`src/rtl/bcd_counter_n_if.sv`:
```
// -----------------------------------------------------------------------------
// bcd_counter_n_if
// Control/status bundle for the N-digit BCD counter.
//   en        : count enable (prescaler and count hold when low)
//   up        : direction, 1 = increment, 0 = decrement
//   load      : synchronous parallel load
//   load_val  : value to load, digit i in load_val[4i+3:4i], digit 0 = LSD
//   count     : registered BCD count, same packing as load_val
//   tick      : one-cycle pulse in the cycle a new count first appears
//   wrap      : one-cycle pulse when that advance wrapped around
// master = the controlling side, slave = the counter itself.
// -----------------------------------------------------------------------------
interface bcd_counter_n_if #(
  parameter int DIGITS = 3
);
  logic                  en;
  logic                  up;
  logic                  load;
  logic [4*DIGITS-1:0]   load_val;
  logic [4*DIGITS-1:0]   count;
  logic                  tick;
  logic                  wrap;

  modport master (
    output en, up, load, load_val,
    input  count, tick, wrap
  );

  modport slave (
    input  en, up, load, load_val,
    output count, tick, wrap
  );
endinterface

```
`src/rtl/bcd_counter_n.sv`:
```
// -----------------------------------------------------------------------------
// bcd_counter_n
// Parametrised N-digit BCD up/down counter with a clock-enable prescaler.
// The prescaler only produces an internal one-cycle advance enable; the whole
// block runs on i_clk.
//
// Parameters
//   DIGITS   : number of BCD digits, 1..8 (must match the interface's DIGITS)
//   PRESCALE : enabled cycles per count advance, 1..65536
// Ports
//   i_clk    : rising-edge clock
//   i_rst_n  : synchronous active-low reset
//   bus      : bcd_counter_n_if slave modport (en/up/load/load_val in,
//              count/tick/wrap out, all outputs registered)
// Priority per edge: reset > load > count > hold.
// -----------------------------------------------------------------------------
module bcd_counter_n #(
  parameter int DIGITS   = 3,
  parameter int PRESCALE = 10
) (
  input  logic             i_clk,
  input  logic             i_rst_n,
  bcd_counter_n_if.slave   bus
);

  localparam int             PW         = (PRESCALE > 1) ? $clog2(PRESCALE) : 1;
  localparam logic [PW-1:0]  PRESC_LAST = PW'(PRESCALE - 1);
  localparam logic [PW-1:0]  PRESC_ONE  = PW'(1);

  logic [4*DIGITS-1:0] r_count;
  logic [PW-1:0]       r_presc;
  logic                r_tick;
  logic                r_wrap;

  logic [4*DIGITS-1:0] w_count_next;
  logic                w_wrap_next;
  logic [4*DIGITS-1:0] w_load_clamped;

  // Next BCD value in the direction given by bus.up. A single carry/borrow
  // ripples from digit 0 upward; it survives past the top digit only when
  // every digit was 9 (up) or 0 (down), which is exactly the wrap case.
  always_comb begin : next_value
    logic       carry;
    logic [3:0] d;
    // NOTE: every always_comb output gets a default before any branch, so no
    // path leaves a variable unassigned and no latch is inferred.
    w_count_next = r_count;
    carry        = 1'b1;
    d            = 4'd0;
    for (int i = 0; i < DIGITS; i++) begin
      d = r_count[4*i +: 4];
      if (carry) begin
        if (bus.up) begin
          if (d == 4'd9) begin
            w_count_next[4*i +: 4] = 4'd0;
          end else begin
            w_count_next[4*i +: 4] = d + 4'd1;
            carry                  = 1'b0;
          end
        end else begin
          if (d == 4'd0) begin
            w_count_next[4*i +: 4] = 4'd9;
          end else begin
            w_count_next[4*i +: 4] = d - 4'd1;
            carry                  = 1'b0;
          end
        end
      end
    end
    w_wrap_next = carry;
  end

  // Loaded digits above 9 are clamped to 9 independently, so the count
  // register can never hold a non-BCD digit.
  always_comb begin : load_clamp
    logic [3:0] d;
    w_load_clamped = '0;
    d              = 4'd0;
    for (int i = 0; i < DIGITS; i++) begin
      d = bus.load_val[4*i +: 4];
      w_load_clamped[4*i +: 4] = (d > 4'd9) ? 4'd9 : d;
    end
  end

  // NOTE: state registers use non-blocking assignments so every register
  // samples the pre-edge values, independent of statement order.
  always_ff @(posedge i_clk) begin
    // NOTE: reset is synchronous; it is only seen on a rising edge of i_clk.
    if (!i_rst_n) begin
      r_count <= '0;
      r_presc <= '0;
      r_tick  <= 1'b0;
      r_wrap  <= 1'b0;
    end else if (bus.load) begin
      r_count <= w_load_clamped;
      r_presc <= '0;
      r_tick  <= 1'b0;
      r_wrap  <= 1'b0;
    end else if (bus.en) begin
      if (r_presc == PRESC_LAST) begin
        r_presc <= '0;
        r_count <= w_count_next;
        r_tick  <= 1'b1;
        r_wrap  <= w_wrap_next;
      end else begin
        r_presc <= r_presc + PRESC_ONE;
        r_tick  <= 1'b0;
        r_wrap  <= 1'b0;
      end
    end else begin
      // Hold keeps the prescaler phase so counting resumes where it left off.
      r_tick <= 1'b0;
      r_wrap <= 1'b0;
    end
  end

  assign bus.count = r_count;
  assign bus.tick  = r_tick;
  assign bus.wrap  = r_wrap;

endmodule

```
`src/flat_wrapper.sv`:
```
// flat-port wrapper written by rule: the top's interface ports become plain ports
module bcd_counter_n_flat 
#(
  parameter int DIGITS   = 3,
  parameter int PRESCALE = 10
)
  (i_clk, i_rst_n, bus_en, bus_up, bus_load, bus_load_val, bus_count, bus_tick, bus_wrap);
  bcd_counter_n_if #(.DIGITS(DIGITS)) bus_i ();
  input  logic i_clk;
  input  logic i_rst_n;
  input wire logic [$bits(bus_i.en)-1:0] bus_en;
  input wire logic [$bits(bus_i.up)-1:0] bus_up;
  input wire logic [$bits(bus_i.load)-1:0] bus_load;
  input wire logic [$bits(bus_i.load_val)-1:0] bus_load_val;
  output wire logic [$bits(bus_i.count)-1:0] bus_count;
  output wire logic [$bits(bus_i.tick)-1:0] bus_tick;
  output wire logic [$bits(bus_i.wrap)-1:0] bus_wrap;
  assign bus_i.en = bus_en;
  assign bus_i.up = bus_up;
  assign bus_i.load = bus_load;
  assign bus_i.load_val = bus_load_val;
  assign bus_count = bus_i.count;
  assign bus_tick = bus_i.tick;
  assign bus_wrap = bus_i.wrap;
  bcd_counter_n #(.DIGITS(DIGITS), .PRESCALE(PRESCALE)) u_core (.i_clk(i_clk), .i_rst_n(i_rst_n), .bus(bus_i));
endmodule
```
`config.mk`:
```
export PLATFORM = sky130hd
export DESIGN_NAME = bcd_counter_n_flat
export DESIGN_NICKNAME = d
export VERILOG_FILES = /design/src/rtl/bcd_counter_n_if.sv /design/src/rtl/bcd_counter_n.sv /design/src/flat_wrapper.sv
export SDC_FILE = /design/constraint.sdc
export NUM_CORES = 1
export LEC_CHECK = 0
export CAP_MARGIN = 15
export CORE_MARGIN = 5
export CORE_UTILIZATION = 43
export CTS_CLUSTER_SIZE = 40
export DETAILED_ROUTE_END_ITERATION = 16
export PLACE_DENSITY = 0.71
export SLEW_MARGIN = 20
export SYNTH_ARGS = -nofsm -noshare
export SYNTH_HDL_FRONTEND = slang
export SYNTH_SLANG_ARGS = --single-unit
```
`constraint.sdc`:
```
create_clock -name i_clk -period 4 [get_ports i_clk]
set_input_delay 0.6 -clock i_clk [delete_from_list [all_inputs] [get_ports i_clk]]
set_output_delay 0.6 -clock i_clk [all_outputs]
set_load 0.01 [all_outputs]
```
==> out/summary.md <==
Area of the multi-input gates: 837.1 sq um. The largest total area in the synthesized netlist belongs to sky130_fd_sc_hd__dfxtp_1. Among cell families on the critical path, the largest total delay comes from compound AO/OA/AOI/OAI gates. The clock passes through at most 2 buffers. At the placement stage, the worst setup path has a slack of 1.027 ns. For the antenna diode count, the log shows 0. The largest individual stage delay along the critical path comes from the cell sky130_fd_sc_hd__clkdlybuf4s50_1. In the final routed layout, each cell accounts on average for 14.50 microns.

The worst-case register-to-register setup slack came out at 1.87 ns. By area the synthesized netlist is led by sky130_fd_sc_hd__dfxtp_1 (27%), sky130_fd_sc_hd__o21ai_0 (6.9%), sky130_fd_sc_hd__a21oi_1 (4.6%). Maximum clock rate: 0.3767 GHz. Relative slew slack: 55.18%. The overall global routing resource usage was 16.20%; the total power density per cell area was 258.1 nW/um^2. The most used flip-flop cell after synthesis is sky130_fd_sc_hd__dfxtp_1. The total of buffers placed on input and output ports was 30.

The tightest min-delay check is of the flip-flop to flip-flop type. Violation count after the first detailed-routing iteration: 124. For the total of warnings raised by yosys, the log shows 0. The setup path with the least slack is of type input pin to flip-flop. In this run the horizontal extent of the chip is 65.28 microns. The synthesized design contains 0 enable-type register cells.

In this run the critical register-to-register path is launched from u_core.bus.count[0]$_SDFFE_PN0P_. The filler cells instantiated in the layout total 310. The number of hold-repair buffers added at the cts stage is 0. The fraction of layout cells with a size suffix above 1 was 3.590%; the number of flip-flops and latches in the synthesized netlist was 18.

For the post-synthesis sequential area ratio, the log shows 27.43%. The worst setup margin is 1.345 ns. Number of global-route vias before repair: 1,254.

The number of buffers added for setup after CTS is 0, and the overall die area is 4261 sq um. The cell area that synthesis handed to floorplanning was 1314 sq um. The cell chosen for the clock root is sky130_fd_sc_hd__clkbuf_4.

Traced cell by cell, the critical path runs through clkdlybuf4s50_1 -> or3_1 -> a2111o_1 -> o31a_1 -> a21oi_1 -> o32ai_1. The final weighted congestion in routability-driven placement is 0.8310, and the maximum single-stage delay on the critical path is 0.67 ns. The tools report the insertion delay of the later-clocked pin in the worst-skew pair as 0.30 ns. The tools report the total negative slack as 0 ns.

Count of pins on the block boundary: 31. For this run, design rule violations remaining after detail routing come to 0. The count of endpoints failing hold in the final timing report came out at 0. The count of antenna-violating nets left after detailed routing is 0. The core region is 3003 sq um.

The initialized floorplan defines 20 standard-cell rows. The tool flagged a number of max-cap violations equal to 0. The static power due to leakage is 0.5677 nW, and the height of the die is 65.28 microns. IR analysis of the VDD net gives a maximum drop of 0.0001287 V. The run gives 5.595 mm as the wire length of the first global-routing pass.

The critical path starts at bus_up. Counting every sink on the clock net gives 18. The number of buffer and inverter instances along the worst setup path came out at 1. The number of antenna violations at the first check in global routing was 0. The worst setup path is launched from an input pin. STA classifies the critical path endpoint as a flip-flop.

A synthesized cell averages 7.550 sq um. The logs give 174 for the cell count after synthesis and 0 for the number of resized instances in the post-cts repair step. Setup violations remaining at the end of the flow were counted as 0. The clock transition at the registers of the reported paths is 0.11 ns. The run finished with clean final reports. Level count of the clock H-tree: 1.

Leaving out fill and tap cells, the most frequent cells in the layout are sky130_fd_sc_hd__clkdlybuf4s50_1 (30), sky130_fd_sc_hd__o21ai_0 (18), sky130_fd_sc_hd__dfxtp_1 (18). Final cycle utilization of the critical path: 66.37%. Between clock sinks in the finished design, the worst skew comes to 0.007391 ns.

Net count after synthesis: 191. Setup repair after global routing left no endpoint under its margin. The area share of the leading cell type in the synthesized netlist came out at 27.43%. TritonCTS built the clock tree. For the worst setup path, the data required time is 4.18 ns. The most frequent standard cell in the layout excluding fill and tap cells was sky130_fd_sc_hd__clkdlybuf4s50_1. The tools report the data arrival time at the worst-slack endpoint as 2.84 ns.

The logs give 0 for the overall overflow remaining after global route and 18 for the pin count of the biggest net entering global routing. Summing over every cut layer, the via total after detailed routing is 1,338. Registers take 360.3 sq um. The effective utilization at floorplan was 43.75%. The count of TritonRoute iterations in the first routing pass came out at 4. For this run, asynchronously set or reset flops after synthesis account for 0%. The startpoint identified for the worst hold timing path is u_core.r_presc[3]$_SDFFE_PP0P_. Yosys mapped the design onto 47 distinct sky130hd cell types. The count of final max-slew check failures was 0; the half-perimeter wire length after detailed placement was 2.390 mm.

For the pin with the worst max-slew slack, the measured transition is 0.6671 ns. Buffers inserted during clock tree synthesis total 3. Summed over all layers, the routed wires come to 3.307 mm. The worst-path maximum fanout is 17, and the layout overhead on the synthesized area is 22.76%.

After the last flow step, the layout net total stands at 213. For the finished layout, the period the worst path requires is 2.655 ns. Using the TritonRoute via totals, the vias-per-cell ratio works out to 5.868.
## flip-flops by register name (all words and copies together), names as in the netlist
name / flops
u_core.bus.tick: 1
u_core.bus.wrap: 1
u_core.bus.count: 12
u_core.r_presc: 4
## Yosys cell counts (all sizes together), types with 6 or more instances
cell type  count
nor2          16
o21ai         19
inv            8
clkbuf         7
buf            7
a21oi         12
dfxtp         18
nand2          8
nor2b          8
nand3          6
## path summary, 6_finish.rpt
kind | end | cells after the start
setup / recovery | u_core.bus.count[9]$_SDFFE_PN0P_ | 6
hold / removal | u_core.r_presc[3]$_SDFFE_PP0P_ | 2
hold reg to reg | u_core.r_presc[3]$_SDFFE_PP0P_ | 2
setup reg to reg | u_core.bus.count[9]$_SDFFE_PN0P_ | 5
## cell families (layout without fill, tap and decap cells)
group | count (synthesis) | count (layout) | share of synthesized area (%)
DFF | 18 | 18 | 27.43
xor gates and xnor gates | 10 | 10 | 6.666
and+or+nand+nor | 61 | 61 | 25.33
buffers and inverters | 22 | 43 | 8.857
AOI/OAI and AO/OA | 61 | 61 | 30.19
muxes | 2 | 2 | 1.524
## area by class of cell
cell class              count  share of cell area, %
multi-input cells         134                  51.90
clock buffers               4                  2.250
well taps                  33                  2.560
repair buffers             31                  19.08
inverters                   8                  1.862
flip-flops and latches     18                  22.34
## metal layers
metal  routed length (microns)  GRT usage (%)  share of wire (%)  vias up
met5                         0              0                  0        -
met2                      1562          26.93                 47       45
met3                       204          2.735                6.2        4
li1                          -              -                  -      675
met4                        42          5.959                1.3        0
met1                      1498          20.92                 45      614
## worst register-to-register path, stage by stage (launching register included)
cell	delay, ns
sky130_fd_sc_hd__dfxtp_1	0.46
sky130_fd_sc_hd__or3_1	0.41
sky130_fd_sc_hd__a2111o_1	0.57
sky130_fd_sc_hd__o31a_1	0.35
sky130_fd_sc_hd__a21oi_1	0.12
sky130_fd_sc_hd__o32ai_1	0.09
## stage by stage
stage               instances  hold WS [ns]  area (sq um)  total power, W  util, %
floorplan                 174        0.4724          1314       0.0002648        -
global placement          224        0.4897          1577       0.0003015    52.50
detailed placement        224        0.5140          1577       0.0003048    52.50
CTS                       228        0.5337          1613       0.0004193    53.71
global route              228        0.5663          1613       0.0004409    53.71
finish                    228        0.5279          1613       0.0004163    53.71
## power breakdown
group | switching, W | internal [W]
Sequential | 0.0000189 | 0.000187
Clock | 0.0000594 | 0.0000555
Combinational | 0.0000444 | 0.0000513
Total | 0.000123 | 0.000294
(Power assumes the default switching activity.)
